--- config.mk ---
export PLATFORM = sky130hd
export DESIGN_NAME = ysyx_210247_mem_arbiter
export DESIGN_NICKNAME = d
export VERILOG_FILES = /design/src/rtl/ysyx_210247_mem_arbiter_pkg.sv /design/src/rtl/ysyx_210247_mem_arbiter.sv
export SDC_FILE = /design/constraint.sdc
export NUM_CORES = 1
export LEC_CHECK = 0
export CORE_AREA = 8 8 210 212
export CTS_BUF_LIST = sky130_fd_sc_hd__clkbuf_4
export CTS_CLUSTER_DIAMETER = 60
export CTS_CLUSTER_SIZE = 20
export DETAILED_ROUTE_END_ITERATION = 10
export DIE_AREA = 0 0 218 220
export HOLD_SLACK_MARGIN = 0.05
export SYNTH_ARGS = -nofsm -noshare
export SYNTH_HDL_FRONTEND = slang
export SYNTH_SLANG_ARGS = --single-unit
--- constraint.sdc ---
create_clock -name clk -period 2.25 [get_ports clk]
set_input_delay 0.225 -clock clk [delete_from_list [all_inputs] [get_ports clk]]
set_output_delay 0.225 -clock clk [all_outputs]
set_load 0.01 [all_outputs]
--- src/rtl/ysyx_210247_mem_arbiter_pkg.sv ---
// Shared encodings for the fetch/data memory arbiter: FSM states, AXI response and size codes.
package ysyx_210247_mem_arbiter_pkg;

  localparam int REG_BUS = 64;

  typedef enum logic [1:0] {
    ST_IDLE = 2'd0,
    ST_INST = 2'd1,
    ST_DATA = 2'd2
  } arb_state_e;

  localparam logic [1:0] RESP_OKAY   = 2'b00;
  localparam logic [1:0] RESP_EXOKAY = 2'b01;
  localparam logic [1:0] RESP_SLVERR = 2'b10;
  localparam logic [1:0] RESP_DECERR = 2'b11;

  localparam logic [1:0] SIZE_B = 2'b00;
  localparam logic [1:0] SIZE_H = 2'b01;
  localparam logic [1:0] SIZE_W = 2'b10;
  localparam logic [1:0] SIZE_D = 2'b11;

endpackage

--- src/rtl/ysyx_210247_mem_arbiter.sv ---
// Muxes fetch and load/store onto one bridge channel; grant 1 cycle after request, one idle cycle between transactions.
// Requesters are held off until the bridge's rw_ready pulse; data wins ties unless fetch has waited MAX_DATA_STREAK grants.
module ysyx_210247_mem_arbiter
  import ysyx_210247_mem_arbiter_pkg::*;
#(
  parameter int ADDR_W          = 64,
  parameter int DATA_W          = 64,
  parameter int MAX_DATA_STREAK = 4
) (
  input  logic                clk,
  input  logic                rst_n,
  input  logic                inst_valid,
  output logic                inst_ready,
  input  logic [ADDR_W-1:0]   inst_addr,
  input  logic [1:0]          inst_size,
  output logic [DATA_W-1:0]   inst_read,
  output logic [1:0]          inst_resp,
  input  logic                data_valid,
  input  logic                data_wen,
  output logic                data_ready,
  input  logic [ADDR_W-1:0]   data_addr,
  input  logic [1:0]          data_size,
  input  logic [DATA_W-1:0]   data_wdata,
  input  logic [DATA_W/8-1:0] data_wstrb,
  output logic [DATA_W-1:0]   data_rdata,
  output logic [1:0]          data_resp,
  output logic                rw_valid,
  input  logic                rw_ready,
  output logic                rw_req,
  output logic [ADDR_W-1:0]   rw_addr,
  output logic [1:0]          rw_size,
  output logic [DATA_W-1:0]   rw_wdata,
  output logic [DATA_W/8-1:0] rw_wstrb,
  input  logic [DATA_W-1:0]   rw_rdata,
  input  logic [1:0]          rw_resp,
  output logic                grant_data,
  output logic                busy
);

  localparam logic [3:0] MAX_STREAK = 4'(MAX_DATA_STREAK);

  arb_state_e          r_state;
  logic [3:0]          r_streak;
  logic [ADDR_W-1:0]   r_addr;
  logic [1:0]          r_size;
  logic                r_wen;
  logic [DATA_W-1:0]   r_wdata;
  logic [DATA_W/8-1:0] r_wstrb;

  logic w_pick_data;
  logic w_inst_done;
  logic w_data_done;

  // Data wins unless fetch is also waiting and has already been passed over MAX_DATA_STREAK times.
  assign w_pick_data = data_valid && (!inst_valid || (r_streak < MAX_STREAK));

  always_ff @(posedge clk or negedge rst_n) begin
    if (!rst_n) begin
      r_state  <= ST_IDLE;
      r_streak <= 4'd0;
      r_addr   <= '0;
      r_size   <= 2'b00;
      r_wen    <= 1'b0;
      r_wdata  <= '0;
      r_wstrb  <= '0;
    end else begin
      case (r_state)
        ST_IDLE: begin
          if (w_pick_data) begin
            r_state <= ST_DATA;
            r_addr  <= data_addr;
            r_size  <= data_size;
            r_wen   <= data_wen;
            r_wdata <= data_wdata;
            r_wstrb <= data_wstrb;
            if (inst_valid) begin
              r_streak <= (r_streak == MAX_STREAK) ? MAX_STREAK : r_streak + 4'd1;
            end else begin
              r_streak <= 4'd0;
            end
          end else if (inst_valid) begin
            r_state  <= ST_INST;
            r_addr   <= inst_addr;
            r_size   <= inst_size;
            r_wen    <= 1'b0;
            r_wdata  <= '0;
            r_wstrb  <= '0;
            r_streak <= 4'd0;
          end
        end
        ST_INST, ST_DATA: begin
          if (rw_ready) begin
            r_state <= ST_IDLE;
          end
        end
        default: r_state <= ST_IDLE;
      endcase
    end
  end

  assign busy       = (r_state != ST_IDLE);
  assign grant_data = (r_state == ST_DATA);
  assign rw_valid   = busy;
  assign rw_req     = grant_data & r_wen;
  assign rw_addr    = r_addr;
  assign rw_size    = r_size;
  assign rw_wdata   = r_wdata;
  assign rw_wstrb   = grant_data ? r_wstrb : '0;

  assign w_inst_done = (r_state == ST_INST) & rw_ready;
  assign w_data_done = (r_state == ST_DATA) & rw_ready;

  assign inst_ready = w_inst_done;
  assign inst_read  = w_inst_done ? rw_rdata : '0;
  assign inst_resp  = w_inst_done ? rw_resp : 2'b00;
  assign data_ready = w_data_done;
  assign data_rdata = w_data_done ? rw_rdata : '0;
  assign data_resp  = w_data_done ? rw_resp : 2'b00;

endmodule

==> metrics.md, run 1 <==
| Metric | Value |
|---|---|
| Vias in the first global route | approximately 9,000 |
| Starting DRC count in detailed routing | 514 |
| Final worst path period share | roughly 100% |
| Clock Sinks | 145 |
| Hold Path Class | primary input to register |
| Top-count cell post-synth | nand2_1 |
| H-tree levels | 4 |
| Relative slew margins | 67.25% |
| Worst skew pair latency | around 0.6 ns |
| Die height | 220 um |
| Sequential share of the synthesized area | 47.96% |
| Fin Clk Skew | 0.01472 ns |
| Min Hold Slack | approximately 0.17 ns |
| Placed Area | 13,690 um2 |
| # DRC | 0 |
| Synth top area share | a little under half |
| Root Driver | clkbuf_4 |
| Die width | approximately 220 um |
| Avg WL per Cell | approximately 23 um |
| Filler cells | around 4,300 |
| Unique cell type count in the Yosys netlist | 24 |
| Mapped Area | 7566 um2 |
| Initial core utilization | between 10% and 20% |
| Pwr dens | between 1000 and 1500 nW/um2 |
| GRT Util Overall | 17.21% |
| Leak | roughly 6.4 nW |
| RSZ-0062 raised after global routing | yes |
| ANT nets after route | 0 |
| Initial antenna violation count | 14 |
| CTS tree | built |
| Post-synth EDFFs | 0 |
| Fmax | between 400 and 500 MHz |
| Final WL | 45.35 mm |
| Final min period | about 2.2 ns |
| Post-synth ARST share | 100.0% |
| Final setup TNS | 0 ns |
| Cell Rows | 74 |
| Top FF cell, synth | dfrtp_1 |
| Input/output buffers | about 550 |
| Post-synth top cells | 282 x nand2_1, 145 x dfrtp_1, 132 x and3_1 |
| Top cells by area, synth | dfrtp_1 48%, nand2_1 14%, and3_1 11% |
| Final Setup Violations | 0 |
| Largest net degree at the start of global routing | 99 |
| CP Class | register to primary output |
| CP Data Required Time | between 2 and 2.5 ns |
| Nets | between 1,500 and 2,000 |
| Std-Cell Core Area | a little over 40,000 um2 |
| Max VDD drop | roughly 0.00073 V |
| Bufs on Longest Clock Path | 2 |
| Vias per std cell | about 4.5 |
| Drt first pass iters | 4 |
| Seq cells post-synth | 145 |
| Final HPWL DP | 33.14 mm |
| YS warnings | 0 |
| Max-slew violation count | 0 |
| Global-route wire length before repair | between 60 and 70 mm |
| Startpoint Class | register |
| Final Hold Viols | 0 |
| CP Capture Type | primary output |
| Maxcap violations | 0 |
| Clk slew on worst S/H paths | between 0.1 and 0.15 ns |
| CP arrival | 2.01 ns |
| Mean Syn Cell Area | 8.360 um2 |
| Area Overhead vs Synth | 84.34% |
| Io pins | roughly 550 |
| Worst Path Max Fanout | 5 |
| GPL Wtd Cong | around 0.9 |
| Share of layout cells above drive strength 1 | between 10% and 20% |
| Placed cell count | roughly 1,900 |
| Routed vias | approximately 9,000 |
| Area of the multi-input gates | around 3500 um2 |
| Die area | 47,960 um2 |
| Post-route insts no fill | about 2,000 |
| Status | finished clean |
| FF/Latch Area | 3628 um2 |
| GRT Residual Overflow | 0 |
| Slew @ Worst Pin | 0.4912 ns |
| Cts bufs inserted | 17 |
| Synthesized netlist cell count | ~910 |
| Synthesized Nets | 1,186 |
| Final instance area | about 14,000 um2 |
| Synth area leader | dfrtp_1 |
==> metal layers <==
| metal | vias to the layer above | track usage [%] | share of wire [%] |
|---|---|---|---|
| met2 | 393 | 30.98 | 53 |
| met5 | - | 0 | 0 |
| met4 | 0 | 8.218 | 4.2 |
| met3 | 70 | 4.895 | 6.7 |
| li1 | 4193 | - | - |
| met1 | 4359 | 18.38 | 36 |
==> cells by family (layout without fill, tap and decap cells) <==
| logic type | after synthesis | after routing | share of synthesized area (%) |
|---|---|---|---|
| buffers and inverters | 107 | 644 | 6.499 |
| adders and majority gates | 5 | 5 | 0.8269 |
| AOI/OAI and AO/OA | 149 | 149 | 12.88 |
| DFF | 145 | 145 | 47.96 |
| other | 0 | 10 | 0 |
| and+or+nand+nor | 499 | 499 | 31.83 |
==> where the power goes <==
part	internal, mW	total [mW]	switching, mW
registers	3.84	4.56	0.713
clock network	0.680	1.68	1.00
logic	4.52	9.21	4.69
==> sequential cells by signal, summed over array words and instances (netlist names) <==
name      cells
r_wstrb       8
r_state       2
r_wen         1
rw_addr      64
rw_size       2
r_streak      4
rw_wdata     64
==> worst max-delay path, stage by stage, from the launching register on <==
cell	delay [ns]
dfrtp_1	0.42
inv_2	0.12
ha_4	0.17
buf_6	0.16
buf_6	0.17
and3_1	0.17
clkdlybuf4s15_2	0.23
==> final cells by class <==
class                   count  area share, %
well taps                 532          4.773
repair buffers            606          41.48
multi-input cells         653          25.45
diodes                     10         0.1794
inverters                   7         0.1884
flip-flops and latches    145          26.02
clock buffers              20          1.077
clock inverters            11         0.8343
==> worst paths after layout <==
check / startpoint / to / slack [ns] / cells past startpoint
min in group asynchronous: rst_n / rw_addr[38] / 0.68 / 3
worst min-delay path: data_wdata[15] / rw_wdata[15] / 0.17 / 3
worst max-delay path: r_state[0] / data_rdata[29] / 0.01 / 6
worst max register to register: r_streak[2] / rw_addr[3] / 0.51 / 4
worst min register to register: rw_wdata[31] / rw_wdata[31] / 0.49 / 2
max in group asynchronous: rst_n / rw_addr[40] / 0.60 / 4
==> timing repair <==
item,in CTS,in global routing
setup endpoints to repair,146,124
gates resized for setup,428,106
cloned,6,8
hold endpoints to repair,151,0
buffers inserted,4,10
pin swaps,1,2
hold buffers,4,0
==> cell usage in the layout (no fill, tap or decap), types with 16 or more instances in the layout <==
cell	n
nand4_1	67
buf_6	16
clkdlybuf4s50_1	402
o211ai_1	57
dfrtp_1	145
nand2_1	281
clkbuf_4	20
o21ai_0	75
buf_2	57
buf_4	20
and3_1	124
buf_12	17
clkbuf_2	62
==> metrics by stage <==
| stage | utilization [%] | setup slack [ns] | power (mW) |
|---|---|---|---|
| floorplan | - | 0.6611 | 8.068 |
| global placement | 33.76 | 0.2341 | 13.15 |
| detailed placement | 33.76 | 0.2293 | 13.25 |
| CTS | 34.64 | -0.1792 | 15.30 |
| global route | 34.39 | -0.1109 | 16.44 |
| finish | 34.39 | 0.01110 | 15.45 |
(Power assumes the default switching activity.)
==> inputs of run 2 (changes only) <==
--- a/config.mk
+++ b/config.mk
@@ -5,12 +5,12 @@
 export SDC_FILE = /design/constraint.sdc
 export NUM_CORES = 1
 export LEC_CHECK = 0
-export CORE_AREA = 8 8 210 212
+export CORE_AREA = 4 4 212 214
 export CTS_BUF_LIST = sky130_fd_sc_hd__clkbuf_4
 export CTS_CLUSTER_DIAMETER = 60
 export CTS_CLUSTER_SIZE = 20
 export DETAILED_ROUTE_END_ITERATION = 10
-export DIE_AREA = 0 0 218 220
+export DIE_AREA = 0 0 216 218
 export HOLD_SLACK_MARGIN = 0.05
 export SYNTH_ARGS = -nofsm -noshare
 export SYNTH_HDL_FRONTEND = slang
==> constraint.sdc (replaced) <==
create_clock -name clk -period 2.18 [get_ports clk]
set_input_delay 0.218 -clock clk [delete_from_list [all_inputs] [get_ports clk]]
set_output_delay 0.218 -clock clk [all_outputs]
set_load 0.01 [all_outputs]
==> metrics.md, run 2 (synthesis gave the netlist of run 1 again) <==
| Metric | Value |
|---|---|
| Status | complete, but fails checks |
| Failing checks | negative setup slack |
| Bufs on Longest Clock Path | 2 (unchanged) |
| Relative slew margins | 56.34% (-11 points) |
| GPL Wtd Cong | 0.8337 (-5.1%) |
| Combinational share of power | 60.0% (+0.4 points) |
| Maxcap violations | 0 (unchanged) |
| Io pins | 552 (unchanged) |
| Vias per std cell | 4.483 (-1.3%) |
| Share of layout cells above drive strength 1 | 18.22% (+0.82 points) |
| Final Setup Violations | 116 (+116) |
| R2R depth | 8 (+4) |
| H-tree levels | 4 (unchanged) |
| Total power | 16.60 mW (+7.5%) |
| Util after Layout | 34.96% (+0.57 points) |
| Max-slew violation count | 0 (unchanged) |
| Initial antenna violation count | 18 (+4) |
| Area Overhead vs Synth | 98.16% |
| Root Driver | clkbuf_4 |
| CP Class | register to primary output |
| Leak | 6.849 nW (+7.2%) |
| Min Hold Slack | 0.1370 ns (-0.03285 ns) |
| CP Capture Type | primary output |
| Register share of total power | 28.6% (-0.9 points) |
| Final min period | around 2.2 ns |
| Die height | 218 um (-0.91%) |
| Final HPWL DP | 31.42 mm (-5.2%) |
| Critical path origin | r_state[1] |
| Die area | 47,090 um2 (-1.8%) |
| Final Hold Viols | 0 (unchanged) |
| Worst skew pair latency | 0.63 ns (+0.04 ns) |
| Placed cell count | 1,967 (+2.8%) |
| CP Data Required Time | 1.96 ns (-0.07 ns) |
| Filler cells | 4,411 (+2.7%) |
| GRT Util Overall | 17.70% (+0.49 points) |
| CTS tree | built |
| Cts bufs inserted | 17 (unchanged) |
| DR WL met3 | 2.773 mm (-8.1%) |
| Slew @ Worst Pin | 0.6549 ns (+0.1637 ns) |
| Met1 wire length | 16.05 mm (-2.5%) |
| Commonest non-fill, non-tap cell in the layout | clkdlybuf4s50_1 |
| Reg-to-Reg End | rw_addr[43] |
| Post-route insts no fill | 2,115 (+6.6%) |
| Max VDD drop | 0.0007539 V (+3.6%) |
| FF-to-FF setup slack | 0.38 ns (-0.13 ns) |
| Fmax | around 440 MHz |
| Input/output buffers | 551 (unchanged) |
| Starting DRC count in detailed routing | 543 (+5.6%) |
| Met2 WL post-DR | 23.80 mm (-0.71%) |
| Worst Path Max Fanout | 8 (+3) |
| Most frequent cells in the layout | 401 x clkdlybuf4s50_1, 281 x nand2_1, 145 x dfrtp_1, 121 x and3_1, 117 x buf_2 |
| Drt first pass iters | 7 (+3) |
| Hold Path Class | primary input to async pin |
| ANT nets after route | 0 (unchanged) |
| Routed vias | 9,481 (+5.2%) |
| Final WL | 44.99 mm (-0.81%) |
| Top layer in use | met4 |
| GRT Residual Overflow | 0 (unchanged) |
| Pwr dens | 1107 nW/um2 (about the same) |
| Fin Clk Skew | 0.02385 ns (+0.009131 ns) |
| Cell Rows | 76 (+2.7%) |
| CP endpoint | data_rdata[15] |
| Clock share of power | 11.4% (+0.5 points) |
| Vias in the first global route | 9,473 (+3.9%) |
| Worst r2r src | r_state[1] |
| P_sw | 6.757 mW (+5.5%) |
| RSZ-0062 raised after global routing | yes |
| Largest net degree at the start of global routing | 136 (+37%) |
| Initial core utilization | 17.64% (-1.0 points) |
| Net Sw Frac | 40.70% (-0.76 points) |
| Clock Sinks | 145 (unchanged) |
| CP arrival | 2.03 ns (+0.02 ns) |
| Place WS | 0.1883 ns (-0.04109 ns) |
| # DRC | 0 (unchanged) |
| Int Pwr | 9.846 mW (+8.9%) |
| Die width | 216 um (-0.92%) |
| Global-route wire length before repair | 62.69 mm (+0.95%) |
| Avg WL per Cell | 21.27 um (-7.0%) |
| Std-Cell Core Area | 42,890 um2 (+5.8%) |
| Final worst path period share | 103.1% |
| Startpoint Class | register |
| Clk slew on worst S/H paths | 0.14 ns (about the same) |
| Nets | 1,789 (+4.6%) |
| Final setup margin | -0.06807 ns (-0.07917 ns) |
==> run 2: cell count changes in the layout (fill, tap and decap cells not counted), sizes merged, moves of 2 or more <==
cell and change:
buf +84, dlygate4sd3 +69, clkbuf -60, clkdlybuf4s15 -14, clkinv -2, clkinvlp +2
==> run 2: power by group through the flow <==
stage          Clock [mW]  Combinational (mW)  Sequential [mW]
3_3_place_gp            0                8.63             4.73
3_5_place_dp            0                8.69             4.79
4_1_cts              2.00                9.62             4.76
6_report             1.90                9.96             4.75
5_1_grt              2.09                10.6             4.90
2_1_floorplan           0                3.10             5.22
==> run 2: through the flow <==
step | cell area, um2 | TNS [ns]
after CTS | 14610 | -19.16
after global placement | 13720 | 0
after floorplan | 7566 | 0
final | 14990 | -4.278
after global routing | 14990 | -18.35
after detailed placement | 13720 | 0
==> run 2: worst min-delay path by stage <==
stage,cells past startpoint,startpoint,to,slack [ns]
after global placement,1,rst_n,rw_addr[33],0.26
after floorplan,0,rst_n,r_state[0],-0.08
after global routing,3,inst_addr[53],rw_addr[53],0.07
after CTS,3,data_wdata[58],rw_wdata[58],0.05
after detailed placement,1,rst_n,rw_addr[33],0.26
final,2,rst_n,rw_addr[32],0.14
==> run 2: final cells by class <==
| cell class | instances | area, um2 | area share, % |
|---|---|---|---|
| Clock inverter | 13 | 162.7 | 1.085 |
| Timing Repair Buffer | 684 | 6691 | 44.63 |
| Sequential cell | 145 | 3628 | 24.20 |
| Multi-Input combinational cell | 653 | 3587 | 23.93 |
| Tap cell | 585 | 732.0 | 4.882 |
| Inverter | 7 | 31.28 | 0.2086 |
| Clock buffer | 18 | 135.1 | 0.9013 |
| Antenna cell | 10 | 25.02 | 0.1669 |
==> run 2: timing repair <==
action                                 4_1_cts  5_1_grt
cloned                                      11        8
endpoints found under the hold margin      219        0
setup endpoints to repair                  146      144
pin swaps                                    7        3
setup buffers                               15        3
hold buffers                                73        0
gates resized for setup                    609       63
==> run 2: metal layers <==
metal	up-vias	GRT usage [%]
li1	4355	-
met1	4538	18.92
met2	484	32.55
met3	104	4.124
met4	0	9.089
met5	-	0
==> run 2: worst max-delay path, stage by stage (launching register included) <==
cell,delay [ns]
dfrtp_1,0.43
buf_6,0.12
ha_4,0.21
buf_12,0.19
clkbuf_16,0.17
and3_1,0.14
buf_2,0.13
